[src/rtl/channel_fifo_pkg.sv]
// Shared channel constants and helpers for the buffered channel FIFO.
package channel_fifo_pkg;

  localparam int unsigned CHANNEL_DATA_WIDTH = 32;
  localparam int unsigned CHANNEL_FIFO_DEPTH = 16;

  // Occupancy counter width: must represent 0..depth inclusive.
  function automatic int unsigned count_width(input int unsigned depth);
    return $clog2(depth + 1);
  endfunction

endpackage

[src/rtl/channel_fifo_mem.sv]
// Simple dual-port register array with a registered read port.
// Ports:
//   clk, rst          - clock, async active-high reset (read register only)
//   waddr/wdata/wen   - write port, stored on the rising edge when wen
//   raddr/ren         - read port, rdata loads mem[raddr] on the edge when ren
//   rdata             - registered read data, holds between reads
module channel_fifo_mem #(
  parameter  int unsigned WIDTH = 32,
  parameter  int unsigned DEPTH = 16,
  localparam int unsigned AW    = $clog2(DEPTH)
) (
  input  logic             clk,
  input  logic             rst,
  input  logic [AW-1:0]    waddr,
  input  logic [WIDTH-1:0] wdata,
  input  logic             wen,
  input  logic [AW-1:0]    raddr,
  input  logic             ren,
  output logic [WIDTH-1:0] rdata
);

  logic [WIDTH-1:0] mem_q [DEPTH];
  logic [WIDTH-1:0] rdata_q;

  // Storage has no reset; contents are don't-care until written.
  always_ff @(posedge clk) begin
    if (wen) begin
      mem_q[waddr] <= wdata;
    end
  end

  // Read register holds the last read word until the next read.
  always_ff @(posedge clk or posedge rst) begin
    if (rst) begin
      rdata_q <= '0;
    end else if (ren) begin
      rdata_q <= mem_q[raddr];
    end
  end

  assign rdata = rdata_q;

endmodule

[src/rtl/channel_fifo.sv]
// Buffered point-to-point channel FIFO with valid/ready push and pop.
// Ports:
//   clk, rst                  - clock, async active-high reset
//   in_data, write_valid      - producer push request and data
//   write_ready               - not full (from count only)
//   read_valid                - consumer pop request
//   read_ready                - not empty (from count only)
//   out_data                  - registered word from the most recent accepted pop
//   count                     - current occupancy
//   overflow, underflow       - sticky push-while-full / pop-while-empty flags
module channel_fifo
  import channel_fifo_pkg::*;
#(
  parameter int unsigned WIDTH = CHANNEL_DATA_WIDTH,
  parameter int unsigned DEPTH = CHANNEL_FIFO_DEPTH
) (
  input  logic                            clk,
  input  logic                            rst,
  input  logic [WIDTH-1:0]                in_data,
  input  logic                            write_valid,
  output logic                            write_ready,
  input  logic                            read_valid,
  output logic                            read_ready,
  output logic [WIDTH-1:0]                out_data,
  output logic [count_width(DEPTH)-1:0]   count,
  output logic                            overflow,
  output logic                            underflow
);

  localparam int unsigned AW = $clog2(DEPTH);
  localparam int unsigned CW = count_width(DEPTH);

  logic [AW-1:0] wr_ptr_q, wr_ptr_d;
  logic [AW-1:0] rd_ptr_q, rd_ptr_d;
  logic [CW-1:0] count_q, count_d;
  logic          overflow_q, overflow_d;
  logic          underflow_q, underflow_d;
  logic          push_c, pop_c;

  // Handshake readiness depends only on occupancy, never on inputs.
  assign write_ready = (count_q != CW'(DEPTH));
  assign read_ready  = (count_q != '0);
  assign push_c      = write_valid && write_ready;
  assign pop_c       = read_valid && read_ready;

  // Next-state for pointers, occupancy and sticky flags.
  always_comb begin
    wr_ptr_d    = wr_ptr_q;
    rd_ptr_d    = rd_ptr_q;
    count_d     = count_q;
    overflow_d  = overflow_q  | (write_valid && !write_ready);
    underflow_d = underflow_q | (read_valid && !read_ready);
    // DEPTH is a power of two, so pointer wrap is the natural rollover.
    if (push_c) wr_ptr_d = wr_ptr_q + AW'(1);
    if (pop_c)  rd_ptr_d = rd_ptr_q + AW'(1);
    case ({push_c, pop_c})
      2'b10:   count_d = count_q + CW'(1);
      2'b01:   count_d = count_q - CW'(1);
      default: count_d = count_q;
    endcase
  end

  // State registers; reset discards all queued words immediately.
  always_ff @(posedge clk or posedge rst) begin
    if (rst) begin
      wr_ptr_q    <= '0;
      rd_ptr_q    <= '0;
      count_q     <= '0;
      overflow_q  <= 1'b0;
      underflow_q <= 1'b0;
    end else begin
      wr_ptr_q    <= wr_ptr_d;
      rd_ptr_q    <= rd_ptr_d;
      count_q     <= count_d;
      overflow_q  <= overflow_d;
      underflow_q <= underflow_d;
    end
  end

  // Read addresses the old head, so a same-cycle push is never bypassed.
  channel_fifo_mem #(
    .WIDTH (WIDTH),
    .DEPTH (DEPTH)
  ) u_mem (
    .clk   (clk),
    .rst   (rst),
    .waddr (wr_ptr_q),
    .wdata (in_data),
    .wen   (push_c),
    .raddr (rd_ptr_q),
    .ren   (pop_c),
    .rdata (out_data)
  );

  assign count     = count_q;
  assign overflow  = overflow_q;
  assign underflow = underflow_q;

endmodule
[config.mk]
export PLATFORM = sky130hd
export DESIGN_NAME = channel_fifo
export DESIGN_NICKNAME = d
export VERILOG_FILES = /design/src/rtl/channel_fifo_pkg.sv /design/src/rtl/channel_fifo_mem.sv /design/src/rtl/channel_fifo.sv
export SDC_FILE = /design/constraint.sdc
export NUM_CORES = 1
export LEC_CHECK = 0
export ABC_AREA = 1
export BUFFER_PORTS_ARGS = -buffer_cell sky130_fd_sc_hd__buf_2
export CAP_MARGIN = 10
export CORE_AREA = 2 2 194 196
export CTS_CLUSTER_DIAMETER = 200
export DETAILED_ROUTE_END_ITERATION = 12
export DIE_AREA = 0 0 196 198
export PLACE_DENSITY = 0.79
export SLEW_MARGIN = 15
export SYNTH_ARGS = -nofsm -noshare
export SYNTH_HDL_FRONTEND = slang
export SYNTH_SLANG_ARGS = --single-unit
[constraint.sdc]
create_clock -name clk -period 4.2 [get_ports clk]
set_clock_uncertainty 0.15 [all_clocks]
set_input_delay 1.26 -clock clk [delete_from_list [all_inputs] [get_ports clk]]
set_output_delay 1.26 -clock clk [all_outputs]
set_load 0.1 [all_outputs]
# Yosys cells after proc, flatten, opt, wreduce, memory -nomap -nowiden
# Memory sizes are Yosys's and may differ from the RTL's. A register that Yosys moved wholly into a read port is not among the register bits.
# Index checks and enable logic that the tools add are counted.
# word_totals
word_cells	26
mem_count	1
regBits	15
output_inout_bits	41
input_bits	36
ram_bits	512
# op_classes
muxes	3
addsub	4
n_eq_ne	3
n_reduce_logical	8
bitwise	2
# mem_list
name	words	word_bits	rd	rd_clocked_by_memory_dff	wr	line_no	rtl
u_mem.mem_q	16	32	1	1	1	channel_fifo_mem.sv:22	logic [WIDTH-1:0] mem_q [DEPTH];
# ops
op	n
$pmux 5 s2	1
$add 4x1->4 const B	2
$add 5x1->5 const B	1
$ne 5x5->1 const B	1
$reduce_bool 5->1	1
$sub 5x1->5 const B	1
$logic_and 1x1->1	4
$eq 2x1->1 const B	1
$eq 2x2->1 const B	1
$logic_not 1->1	2
$mux 1	2
$or 1x1->1	2
$reduce_bool 2->1	1

# Longest topological paths before layout
# depth
ltp_word	4
ltp_mapped	15

# Cells and area by module
# Synthesis repeated with hierarchy kept, for this count alone.
# hier_totals
cells_unflattened	1950
area_unflattened_um2	22684.3
# modules_own_cells
mod	instances	area_per_inst_um2	cells_each	seq_area_each_um2
channel_fifo_mem	1	21770.9	1841	16175.5
channel_fifo	1	913.4	109	375.4

# Worst setup path after synthesis
# OpenSTA, ideal clock, no wires.
# synth_path
path_type	register -> register
start	register count_q[2] (netlist: count[2])
end	memory u_mem.mem_q[10][0], enable pin
path_stages_with_launch	6
setup_slack_ns	-1.071
setup_ns	0.461
arrival_ns	4.660
synth_period_minus_slack_ns	5.271
n_path_buf	1
cell_sequence	dfrtp_1 > inv_1 > nand4_1 > nand2_2 > buf_2 > nor3_1
# synth_between
elab_chain_len	4
# synth_lines
element	line_no	rtl
start: declaration	channel_fifo.sv:35	logic [CW-1:0] count_q, count_d;
start signal: assignment	channel_fifo.sv:74	count_q <= count_d;
$ne 5x5->1	channel_fifo.sv:41	assign write_ready = (count_q != CW'(DEPTH));
via write_ready	channel_fifo.sv:21	output logic write_ready,
$logic_and 1x1->1	channel_fifo.sv:43	assign push_c = write_valid && write_ready;
$mux 1	channel_fifo_mem.sv:27	if (wen) begin
$mux 1 (not written as such)	channel_fifo_mem.sv:28	mem_q[waddr] <= wdata;
end: declaration	channel_fifo_mem.sv:22	
# The timed path passes the listed nets, and every way through them passes these cells.

# Worst setup path after layout
# layout_path
start	register count_q[1] (netlist: count[1])
end	output read_ready
# layout_between
elab_chain_len	1
# layout_lines
element	line_no	rtl
$reduce_bool 5->1	channel_fifo.sv:42	assign read_ready = (count_q != '0);
end: declaration	channel_fifo.sv:23	output logic read_ready,
# No other way between the ends.

==> flow_summary.ini <==
[grt]
antenna_found_initial = 1
grt_util_all_layers_pct = 28.12
grt_max_degree = 99
grt_pass1_vias = 14450
gr-total-overflow = 0
grt_first_pass_wirelength_um = 82330

[synth]
synth.yosys.seq_area_share_pct = 73.54
syn_inst = 1909
synth_nets = 1954
ys_ff_latch = 559
synth_area_per_cell_um2 = 11.79
synth_cell_type_count = 24
yosysWarnings = 0
syn_area_mm2 = 0.02251

[place]
dp.final_hpwl_um = 29270
place.gp.congestion = 0.8559
place_inst = 2403
placed_area_mm2 = 0.02343
post-place-ws_ns = 1.036
port_buffers = 76

[sta]
setup_violations = 0
timing.final.crit_share_pct = 74.45
rsz0062_at_grt = false
maxClockFrequency_mhz = 319.8
fin_setup_tns_ns = 0
drv_slew = 0
tightest_slew_ns = 1.025
period_needed_ns = 3.127
hold_violations = 0
fin_ws_ns = 1.073
maxSlewHeadroom_pct = 31.57

[routing]
ant_nets = 0
routed_wl_um = 53820
drc = 0
vias = 15000
drt-initial-drc-count = 1628
drt-wirelength-per-cell_um = 21.48
viasPerCell = 5.987
first_pass_iters = 5

[clock_network]
insertion_delay_ns = 0.58
cts.sinks = 559
cts_setup_buffers = 0
path_clk_slew_ns = 0.06
htreeDepth = 2
cts_buffers = 54
cts_resized = 0
cts_root_buf = clkbuf_16
holdBufCountCts = 0
tritoncts = built
ctsLongestPathBuffers = 3

[cells_and_area]
finalCoreUtilization_pct = 68.35
layout-drive-gt1-share_pct = 11.67
finalNonFillerCells = 2506
design_area_mm2 = 0.02526
nNetsFinal = 2030
syn2layout_area_growth_pct = 12.24

[setup_path]
arrival_ns = 1.72
reg2reg_depth = 10
worstSetupPathType = reg -> out
start_kind = flip-flop
end_kind = output pin
timing.rr.end = u_mem.rdata[20]
reg2reg_slack_ns = 1.45
worstPathMaxFanout = 4
worstReg2RegStart = rd_ptr_q[0]
cp_data_required_time_ns = 2.79

[power_and_ir_drop]
power_density_mw_per_mm2 = 750.8
cellLeakagePower_uw = 0.009761
peakVddDrop_uv = 610.9

[die]
start_util_pct = 60.90
io_pins = 77
dieArea_mm2 = 0.03881
dieHeight_um = 198
coreArea_mm2 = 0.03696
die_w_um = 196
rows = 71

[min_path]
min_from = u_mem.rdata[28]
whs_path_depth = 2
holdPathEnd = u_mem.rdata[28]
min_path_type = reg -> reg

[flow_run]
maxCapViolCount = 0

[status]
status = complete, no violations
[Yosys cell counts]
cell	count	area share [%]
inv_2	4	0.067
nand2_1	792	13
buf_12	1	0.089
nor2_1	6	0.10
o21bai_1	3	0.10
nand3_1	333	7.4
clkbuf_1	11	0.18
xor2_1	9	0.35
nor3_1	12	0.27
buf_1	9	0.15
o21ai_0	6	0.13
xnor2_1	1	0.039
nand4_1	2	0.056
a21oi_1	39	0.87
buf_6	15	0.75
inv_1	21	0.35
ha_1	9	0.50
a21boi_0	1	0.033
edfxtp_1	512	68
nand2_2	3	0.083
inv_4	1	0.028
buf_2	63	1.4
buf_4	9	0.30
dfrtp_1	47	5.2
[placed cells by master, fill, tap and decap left out, types with 2 or more instances in the layout]
cell        synthesis  routed
bufinv_16           0       5
buf_12              1       4
buf_2              63      76
xor2_1              9       9
inv_1              21      20
o21bai_1            3       3
nand2_2             3       3
nor3_4              0       9
nor3_2              0       3
nor2_4              0       4
inv_2               4       5
nand2_1           792     792
o21ai_0             6       6
ha_1                9       9
edfxtp_1          512     512
clkbuf_8            0       8
clkinv_2            0       9
buf_4               9      48
a21oi_1            39      39
nand3_1           333     333
dfrtp_1            47      45
nand4_1             2       2
clkbuf_16           0      57
dfrtp_4             0       2
clkbuf_1           11      13
clkinv_1            0       8
clkinvlp_4          0       2
[per-layer routing]
metal / track usage [%] / wire length [um] / vias up
li1: - / - / 6743
met1: 38.65 / 20760 / 7304
met2: 45.88 / 26080 / 826
met3: 4.139 / 4945 / 131
met4: 11.48 / 2036 / 0
met5: 0 / 0 / -
[layout make-up]
type,count,area (um^2)
well taps,474,593.1
fillers,2503,11700
clock buffers,78,1585
clock inverters,24,240.2
multi-input cells,1216,5358
inverters,26,102.6
diodes,1,2.502
flip-flops and latches,559,16560
repair buffers,128,820.8
[metrics by stage]
| stage | power, uW | hold slack, ns |
|---|---|---|
| 2_1_floorplan | 12370 | 0.4331 |
| 6_report | 18970 | 0.3239 |
| 3_3_place_gp | 13820 | 0.3028 |
| 3_5_place_dp | 14020 | 0.3108 |
| 4_1_cts | 18950 | 0.3287 |
| 5_1_grt | 19870 | 0.3396 |
[worst max-delay path, cell delays in order, from the launching register on]
cell and delay (ns):
dfrtp_1 0.42, inv_1 0.10, nand4_1 0.17, buf_2 0.46
[sequential cells by signal, indices dropped and copies added, names as in the netlist]
register,flops
rd_ptr_q,4
count,5
u_mem.rdata,32
underflow,1
wr_ptr_q,4
u_mem.mem_q,512
overflow,1
[cells by family after synthesis]
logic type / synth area share, %
and+or+nand+nor: 21.12
DFF: 73.54
buffers and inverters: 3.319
AOI/OAI and AO/OA: 1.134
xor gates and xnor gates: 0.3892
adders and majority gates: 0.5003
[worst max-delay path by stage]
stage,startpoint,end,slack [ns],cells after the start
after detailed placement,write_valid,count[4],1.04,12
after floorplan,count[2],u_mem.mem_q[0][0],-0.88,4
after global routing,count[0],write_ready,0.99,3
final,count[1],read_ready,1.07,3
after CTS,count[2],read_ready,1.06,3
after global placement,write_valid,count[4],1.06,12
[power breakdown]
| part | leakage, uW | internal (uW) | switching (uW) |
|---|---|---|---|
| sequential | 0.00519 | 6790 | 384 |
| clock | 0.000894 | 2920 | 2020 |
| combinational | 0.00368 | 1590 | 5270 |
| total | 0.00976 | 11300 | 7670 |
Note: power is estimated with default switching activity, not from simulation.
